==> src/rtl/gold_seq_gen.sv <==
// gold_seq_gen: bit-serial length-31 Gold sequence generator feeding the DMRS
// parameter generator. Derives c_init from n_ID and the hopping mode, runs the
// Nc warm-up, then streams exactly L bits of c(n) with c_valid.
module gold_seq_gen #(
  parameter int unsigned NC          = 1600,
  parameter int unsigned N_SYMB_SLOT = 14
) (
  input  logic       clk,
  input  logic       reset,
  input  logic       start,
  input  logic [1:0] En_hopping,
  input  logic [9:0] n_ID,
  input  logic [3:0] N_slot_frame,
  output logic       c,
  output logic       c_valid,
  output logic       busy,
  output logic       done
);

  localparam int unsigned LFSR_W = 31;
  localparam int unsigned CNT_W  = 11;
  localparam int unsigned ID_W   = 10;
  localparam int unsigned Q_W    = 6;

  typedef enum logic [2:0] {
    S_IDLE   = 3'd0,
    S_DIV    = 3'd1,
    S_WARMUP = 3'd2,
    S_STREAM = 3'd3,
    S_FIN    = 3'd4
  } state_t;

  state_t              state_q, state_d;
  logic [LFSR_W-1:0]   x1_q, x2_q;
  logic [ID_W-1:0]     rem_q;
  logic [Q_W-1:0]      q_q;
  logic [CNT_W-1:0]    warm_cnt_q, bit_cnt_q;
  logic [1:0]          mode_q;
  logic [3:0]          nsf_q;

  logic [CNT_W-1:0]    stream_len_c;
  logic                accept_c, div_more_c, warm_last_c, bit_last_c;
  logic [LFSR_W-1:0]   x1_shift_c, x2_shift_c;
  logic                c_d, c_valid_d, busy_d, done_d;

  // Derived conditions, stream length and one-step LFSR advances
  always_comb begin
    accept_c     = (state_q == S_IDLE) && start;
    div_more_c   = rem_q > ID_W'(29);
    warm_last_c  = warm_cnt_q == CNT_W'(NC - 1);
    stream_len_c = (mode_q == 2'd1)
                 ? CNT_W'(8 * N_SYMB_SLOT) * CNT_W'(nsf_q) + CNT_W'(8)
                 : CNT_W'(N_SYMB_SLOT) * CNT_W'(nsf_q) + CNT_W'(1);
    bit_last_c   = bit_cnt_q == (stream_len_c - CNT_W'(1));
    x1_shift_c   = {x1_q[3] ^ x1_q[0], x1_q[30:1]};
    x2_shift_c   = {x2_q[3] ^ x2_q[2] ^ x2_q[1] ^ x2_q[0], x2_q[30:1]};
  end

  // State register
  always_ff @(posedge clk) begin
    if (!reset) state_q <= S_IDLE;
    else        state_q <= state_d;
  end

  // Next-state logic
  always_comb begin
    state_d = state_q;
    case (state_q)
      S_IDLE: begin
        if (start) begin
          case (En_hopping)
            2'd1:    state_d = S_DIV;
            2'd2:    state_d = S_WARMUP;
            default: state_d = S_FIN;
          endcase
        end
      end
      S_DIV:    if (!div_more_c) state_d = S_WARMUP;
      S_WARMUP: if (warm_last_c) state_d = S_STREAM;
      S_STREAM: if (bit_last_c)  state_d = S_FIN;
      S_FIN:    state_d = S_IDLE;
      default:  state_d = S_IDLE;
    endcase
  end

  // Next values of the registered outputs; a disabled request enters FIN with
  // done already high, so FIN only raises done when it is not yet set
  always_comb begin
    c_d       = c;
    c_valid_d = 1'b0;
    busy_d    = busy;
    done_d    = 1'b0;
    case (state_q)
      S_IDLE: begin
        if (accept_c) begin
          busy_d = 1'b1;
          done_d = (En_hopping != 2'd1) && (En_hopping != 2'd2);
        end
      end
      S_STREAM: begin
        c_d       = x1_q[0] ^ x2_q[0];
        c_valid_d = 1'b1;
      end
      S_FIN: begin
        busy_d = 1'b0;
        done_d = !done;
      end
      default: ;
    endcase
  end

  // Output registers
  always_ff @(posedge clk) begin
    if (!reset) begin
      c       <= 1'b0;
      c_valid <= 1'b0;
      busy    <= 1'b0;
      done    <= 1'b0;
    end else begin
      c       <= c_d;
      c_valid <= c_valid_d;
      busy    <= busy_d;
      done    <= done_d;
    end
  end

  // Datapath: request capture, divide-by-30, LFSR shifting and counters
  always_ff @(posedge clk) begin
    if (!reset) begin
      x1_q       <= LFSR_W'(1);
      x2_q       <= '0;
      rem_q      <= '0;
      q_q        <= '0;
      warm_cnt_q <= '0;
      bit_cnt_q  <= '0;
      mode_q     <= '0;
      nsf_q      <= '0;
    end else begin
      case (state_q)
        S_IDLE: begin
          if (start) begin
            mode_q     <= En_hopping;
            nsf_q      <= N_slot_frame;
            rem_q      <= n_ID;
            q_q        <= '0;
            x1_q       <= LFSR_W'(1);
            warm_cnt_q <= '0;
            bit_cnt_q  <= '0;
            if (En_hopping == 2'd2) x2_q <= LFSR_W'(n_ID);
          end
        end
        S_DIV: begin
          if (div_more_c) begin
            rem_q <= rem_q - ID_W'(30);
            q_q   <= q_q + Q_W'(1);
          end else begin
            x2_q <= LFSR_W'(q_q);
          end
        end
        S_WARMUP: begin
          x1_q       <= x1_shift_c;
          x2_q       <= x2_shift_c;
          warm_cnt_q <= warm_cnt_q + CNT_W'(1);
        end
        S_STREAM: begin
          x1_q      <= x1_shift_c;
          x2_q      <= x2_shift_c;
          bit_cnt_q <= bit_cnt_q + CNT_W'(1);
        end
        default: ;
      endcase
    end
  end

endmodule

==> config.mk <==
export PLATFORM = sky130hd
export DESIGN_NAME = gold_seq_gen
export DESIGN_NICKNAME = d
export VERILOG_FILES = /design/src/rtl/gold_seq_gen.sv
export SDC_FILE = /design/constraint.sdc
export NUM_CORES = 1
export LEC_CHECK = 0
export ABC_CLOCK_PERIOD_IN_PS = 3800
export BUFFER_PORTS_ARGS = -buffer_cell sky130_fd_sc_hd__buf_2
export CORE_ASPECT_RATIO = 1.75
export CORE_UTILIZATION = 60
export CTS_CLUSTER_SIZE = 28
export DETAILED_ROUTE_END_ITERATION = 16
export PLACE_DENSITY = 0.9
export SLEW_MARGIN = 10
export SYNTH_ARGS = -nofsm -noshare
export SYNTH_HDL_FRONTEND = slang
export SYNTH_SLANG_ARGS = --single-unit
export TNS_END_PERCENT = 20
==> constraint.sdc <==
create_clock -name clk -period 3.8 [get_ports clk]
set_clock_uncertainty 0.1 [all_clocks]
set_input_delay 0.57 -clock clk [delete_from_list [all_inputs] [get_ports clk]]
set_output_delay 0.57 -clock clk [all_outputs]
set_load 0.1 [all_outputs]
### Word level (Yosys, flattened, before mapping)

Index checks and enable logic that the tools add are counted.

| storage, ports and cells | value |
|---|---|
| register bits after elaboration | 113 |
| output and inout bits | 4 |
| bits of input ports | 19 |
| logic and storage cells | 92 |

| cells by class | value |
|---|---|
| multiply operators | 2 |
| multiplexer cells | 27 |
| reduce and logical (&&, ||, !) cells | 19 |
| $add $sub $neg | 7 |
| eq/ne operators | 18 |
| order comparisons | 1 |
| bitwise operators | 5 |

Operators with widths:

| kind | count |
|---|---|
| 31-bit two-way mux | 4 |
| 31-bit case mux with 3 select lines | 1 |
| 31-bit case mux with 2 select lines | 1 |
| 11-bit case mux with 2 select lines | 2 |
| 11-bit by 1-bit adder with 11-bit output (second input constant) | 2 |
| 11-bit two-way mux | 2 |
| 10-bit two-way mux | 2 |
| 10-bit case mux with 2 select lines | 1 |
| 3-bit by 4-bit multiplier with 7-bit output (first input constant) | 2 |
| 2-bit != test (second input constant) | 7 |
| 3-bit two-way mux | 4 |
| 6-bit two-way mux | 2 |
| 3-bit case mux with 4 select lines | 1 |
| 6-bit case mux with 2 select lines | 1 |
| 11-bit by 4-bit adder with 11-bit output (second input constant) | 1 |
| 11-bit == test | 1 |
| 11-bit == test (second input constant) | 1 |
| 11-bit by 1-bit subtractor with 11-bit output (second input constant) | 1 |
| 10-bit by 5-bit > comparator with 1-bit output (second input constant) | 1 |
| 2-bit AND reduction | 5 |
| 2-bit nonzero test | 5 |
| 10-bit by 5-bit subtractor with 10-bit output (second input constant) | 1 |
| 8-bit by 1-bit adder with 9-bit output (second input constant) | 1 |
| 4-bit AND reduction | 2 |
| other kinds (17) | 28 |

### Depth between registers and ports, before layout

| depth | value |
|---|---|
| depth in word-level cells | 7 |
| depth in mapped cells | 11 |
| mapped depth without buffers | 11 |

### Worst setup path after synthesis

No wires, ideal clock.

| timing path | value |
|---|---|
| kind | register to register |
| from | register nsf_q[1] |
| to | register state_q[1] |
| required time | 3555 ps |
| period minus slack after synthesis | 3010 ps |
| arrival time | 2765 ps |
| stages on the path, launching flop included | 11 |
| slack | 790 ps |
| buffers on the path | 0 |
| cells stage by stage | dfxtp_1 inv_1 fa_1 inv_1 ha_1 and3b_1 or4_4 and2_4 or4_4 nand3_1 a41oi_1 |

| on the way | value |
|---|---|
| longest elaborated chain between the ends | 7 |
| elaborated cells between the ends (all ways) | 9 |
| those cells by class | add/sub: 3; mul: 2; eq/ne: 2; mux: 1; reduce/logical: 1 |

RTL lines:

| element | RTL line | RTL |
|---|---|---|
| from (decl) | 39 | `logic [3:0] nsf_q;` |
| from (signal assigned) | 143 | `nsf_q <= N_slot_frame;` |
| 3-bit by 4-bit multiplier with 7-bit output | 52, 53 |  |
| 11-bit by 4-bit adder with 11-bit output / 8-bit by 1-bit adder with 9-bit output (equally long branches) | 52, 53 |  |
| 11-bit two-way mux * | 52 | `? CNT_W'(8 * N_SYMB_SLOT) * CNT_W'(nsf_q) + CNT_W'(8)` |
| 11-bit by 1-bit subtractor with 11-bit output * | 54 | `bit_last_c = bit_cnt_q == (stream_len_c - CNT_W'(1));` |
| 11-bit == test * | 54 |  |
| 2-bit != test (no source line) * | - |  |
| 4-bit AND reduction (no source line) * | - |  |
| to (signal assigned) | 62 | `else state_q <= state_d;` |
| to (decl) | 33 | `state_t state_q, state_d;` |

Mark *: on every way between the ends. The rest lies on a longest branch, timed or not.
A chain may end at the register's enable or synchronous reset.

### Final worst setup path

Same ends and word-level chain as after synthesis.

==> key figures <==
Outcome
  – Status: finished clean

Drt
  – DRC: 0
  – Initial DRC count: 421
  – Total wire length: 11.58 mm
  – Via density: 6.050
  – DR WL/cell: 15.12 um
  – Via count: 4634
  – DR pass1 iterations: 7
  – DRT antenna net count: 0

Run
  – Maxcap violations: 0

STA
  – # setup viols final: 0
  – Period minus WS final: 3.267 ns
  – Worst-Margin Slew: between 0.9 and 1 ns
  – Worst slew margin: 37.15%
  – Peak Freq: 306.1 MHz
  – Hold WS: 0.3524 ns
  – Slew Limit Fails: 0
  – Setup TNS: 0 ns
  – Final worst path period share: a little under nine tenths
  – Final hold violation count: 0
  – RSZ-0062 raised after global routing: false
  – Final setup margin: ~0.53 ns

Synthesis
  – Simple-gate share of the synthesized area: between 20% and 30%
  – EDFF count, synth: 0
  – Adder-cell area share of the yosys netlist: around 4.6%
  – Avg Cell Area, Syn: 8.055 sq um
  – YS warnings: 0
  – Async SR Flop Fraction: 0%
  – Combinational family with the most area after synthesis: simple AND/OR/NAND/NOR gates
  – Synth Area in Compound Gates: 19.77%
  – Sequential element share of the synthesized area: between 40 and 50%
  – Syn_nets: 685
  – Mux cell area share after synthesis: 1.029%
  – Post-Syn Instances: 649
  – Synthesized cell area: 5228 sq um
  – XOR/XNOR Fraction of Synth Area: 3.183%
  – Flops & latches, synth: 112
  – Post-synth cell types: 60
  – Main synth FF type: dfxtp_1

CTS
  – Worst skew pair latency: about 0.35 ns
  – CTS tree: done
  – Cts repair resizes: 0
  – TritonCTS buffer count: 9
  – Clk pin slew, worst setup/hold paths: about 0.070 ns
  – Post-CTS Setup Bufs: 0
  – CTS root buf: clkbuf_16
  – Clock sink total: 112
  – CTS max path bufs: 2
  – H-tree levels: 3
  – CTS Hold Bufs: 0

Pwr
  – VDD IR-drop max: 0.0003547 V
  – PwrDens: 521.8 nW/um^2
  – Static leakage: 2.105 nW
  – Final total power: 2.982 mW

Floorplanning
  – Die area: 9105 sq um
  – IO Count: 23
  – Chip height: 125.5 um
  – Initial Utilization: 62.47%
  – FP Rows: 44
  – Die W: 72.56 um
  – Core area: 8368 sq um

Worst setup path
  – Flop2flop setup slack: 0.53 ns
  – CP most frequent cell: inv_1
  – Critical Path Slowest Stage Cell: fa_1
  – Crit path required time: 3.89 ns
  – CP Capture Type: flip-flop
  – Cell class contributing the biggest share of worst-path delay: adder cells
  – Crit-path cells: inv_1 -> fa_1 -> inv_1 -> ha_1 -> fa_1 -> inv_1 -> a2111oi_0 -> a21oi_1 -> nor3_1 -> and4_1 -> a41oi_1
  – Critical path data arrival time: 3.36 ns
  – WS Path Type: reg -> reg
  – Max incr delay on CP: 0.55 ns
  – Worst path bufs/invs: 3
  – Reg-to-Reg End: state_q[1]
  – Crit Reg-Reg Startpoint: nsf_q[1]
  – Crit-path max FO: 5
  – Cell count of the worst reg-to-reg path: 11
  – CP Launch Type: flip-flop

Placed design
  – PortBufs: 22
  – DP Worst Slack: ~0.54 ns
  – Post-DP HPWL: roughly 8 mm
  – Gpl congestion: ~0.87

GRT
  – GRT Util Overall: approximately 27%
  – Gr ovfl total: 0
  – Pin count of the biggest net entering global routing: 50
  – Initial antenna violation count: 0
  – Vias in the first global route: 4444
  – First-pass GRT wire length: 19.50 mm

Finish
  – Fin nets: ~680
  – Area grow syn2layout: 9.311%
  – Layout cells sized above 1: 9.831%
  – Final Util: 68.29%
  – ANT cells: 0

Hold path
  – Hold_sp: N_slot_frame[3]
  – Hold path depth: 3
  – Worst hold endpoint: nsf_q[3]
  – HP Class: in -> reg
==> synth_stat cells, types with 8 or more instances <==
master	instances	area [sq um]
xor2_1	11	96.34
ha_1	13	162.7
clkbuf_1	41	153.9
dfxtp_1	112	2242
a31oi_1	8	50.05
a21oi_1	69	345.3
nor2_1	85	319.1
nand2_1	86	322.8
nand3_1	41	205.2
o21ai_0	20	100.1
nor3_1	10	50.05
a22oi_1	38	285.3
inv_1	13	48.80
xnor2_1	8	70.07
==> layer usage <==
metal  GRT usage, %  vias to the layer above  routed length [um]
li1               -                     2267                   -
met1          30.70                     2226                4725
met2          47.33                      112                6089
met3          3.465                       29                 361
met4          14.76                        0                 403
met5              0                        -                   0
==> kinds of logic after synthesis <==
family / after synthesis
simple gates: 275
compound gates: 165
fa+ha+maj: 17
buf+inv: 56
mux: 5
flops: 112
xor+xnor: 19
==> worst max path at each step <==
| stage | startpoint | endpoint | slack (ns) | cells past startpoint |
|---|---|---|---|---|
| 2_1_floorplan | nsf_q[1] | state_q[1] | 0.79 | 10 |
| 3_5_place_dp | nsf_q[1] | state_q[1] | 0.54 | 11 |
| 4_1_cts | nsf_q[1] | state_q[1] | 0.52 | 11 |
| 5_1_grt | nsf_q[1] | state_q[1] | 0.22 | 11 |
| 6_report | nsf_q[1] | state_q[1] | 0.53 | 11 |
| 3_3_place_gp | nsf_q[1] | state_q[1] | 0.68 | 10 |
==> layout by cell type (no fill, tap or decap), types with 4 or more instances in the layout <==
master and instances:
a21oi_1 68, a221oi_1 4, a22oi_1 38, a31oi_1 8
and2_1 5, and3_1 4, buf_2 22, buf_4 8
clkbuf_16 9, dfxtp_1 112, fa_1 4, ha_1 13
inv_1 12, nand2_1 86, nand2b_1 4, nand3_1 41
nand4_1 6, nor2_1 85, nor3_1 10, o21ai_0 20
or3_1 6, xnor2_1 8, xor2_1 11
==> per-stage QoR <==
step / area (sq um) / std cells
detailed placement: 5385 / 751
floorplan: 5228 / 649
finish: 5714 / 766
CTS: 5714 / 766
global placement: 5385 / 751
global route: 5714 / 766
==> power breakdown <==
group | internal (mW) | leakage, nW | total, mW | switching [mW]
clock | 0.612 | 0.158 | 1.03 | 0.417
sequential | 1.24 | 0.907 | 1.32 | 0.0803
combinational | 0.207 | 1.04 | 0.636 | 0.429
==> area by class of cell <==
class	instances	area, sq um
fillers	699	2654
multi-input cells	481	2780
inverters	13	48.80
well taps	115	143.9
repair buffers	30	170.2
flip-flops and latches	112	2242
clock buffers	11	252.7
clock inverters	4	76.32
==> tightest hold or removal path: stages <==
cell	delay, ns
buf_2	0.10
nand2_1	0.04
a21oi_1	0.05
==> flip-flops by register name, summed over array words and instances, names as in the netlist, 2 cells and up <==
| signal | flops |
|---|---|
| rem_q | 9 |
| bit_cnt_q | 11 |
| state_q | 3 |
| q_q | 6 |
| x1_q | 31 |
| warm_cnt_q | 11 |
| nsf_q | 4 |
| x2_q | 31 |
| mode_q | 2 |
Note: power is estimated with default switching activity, not from simulation.
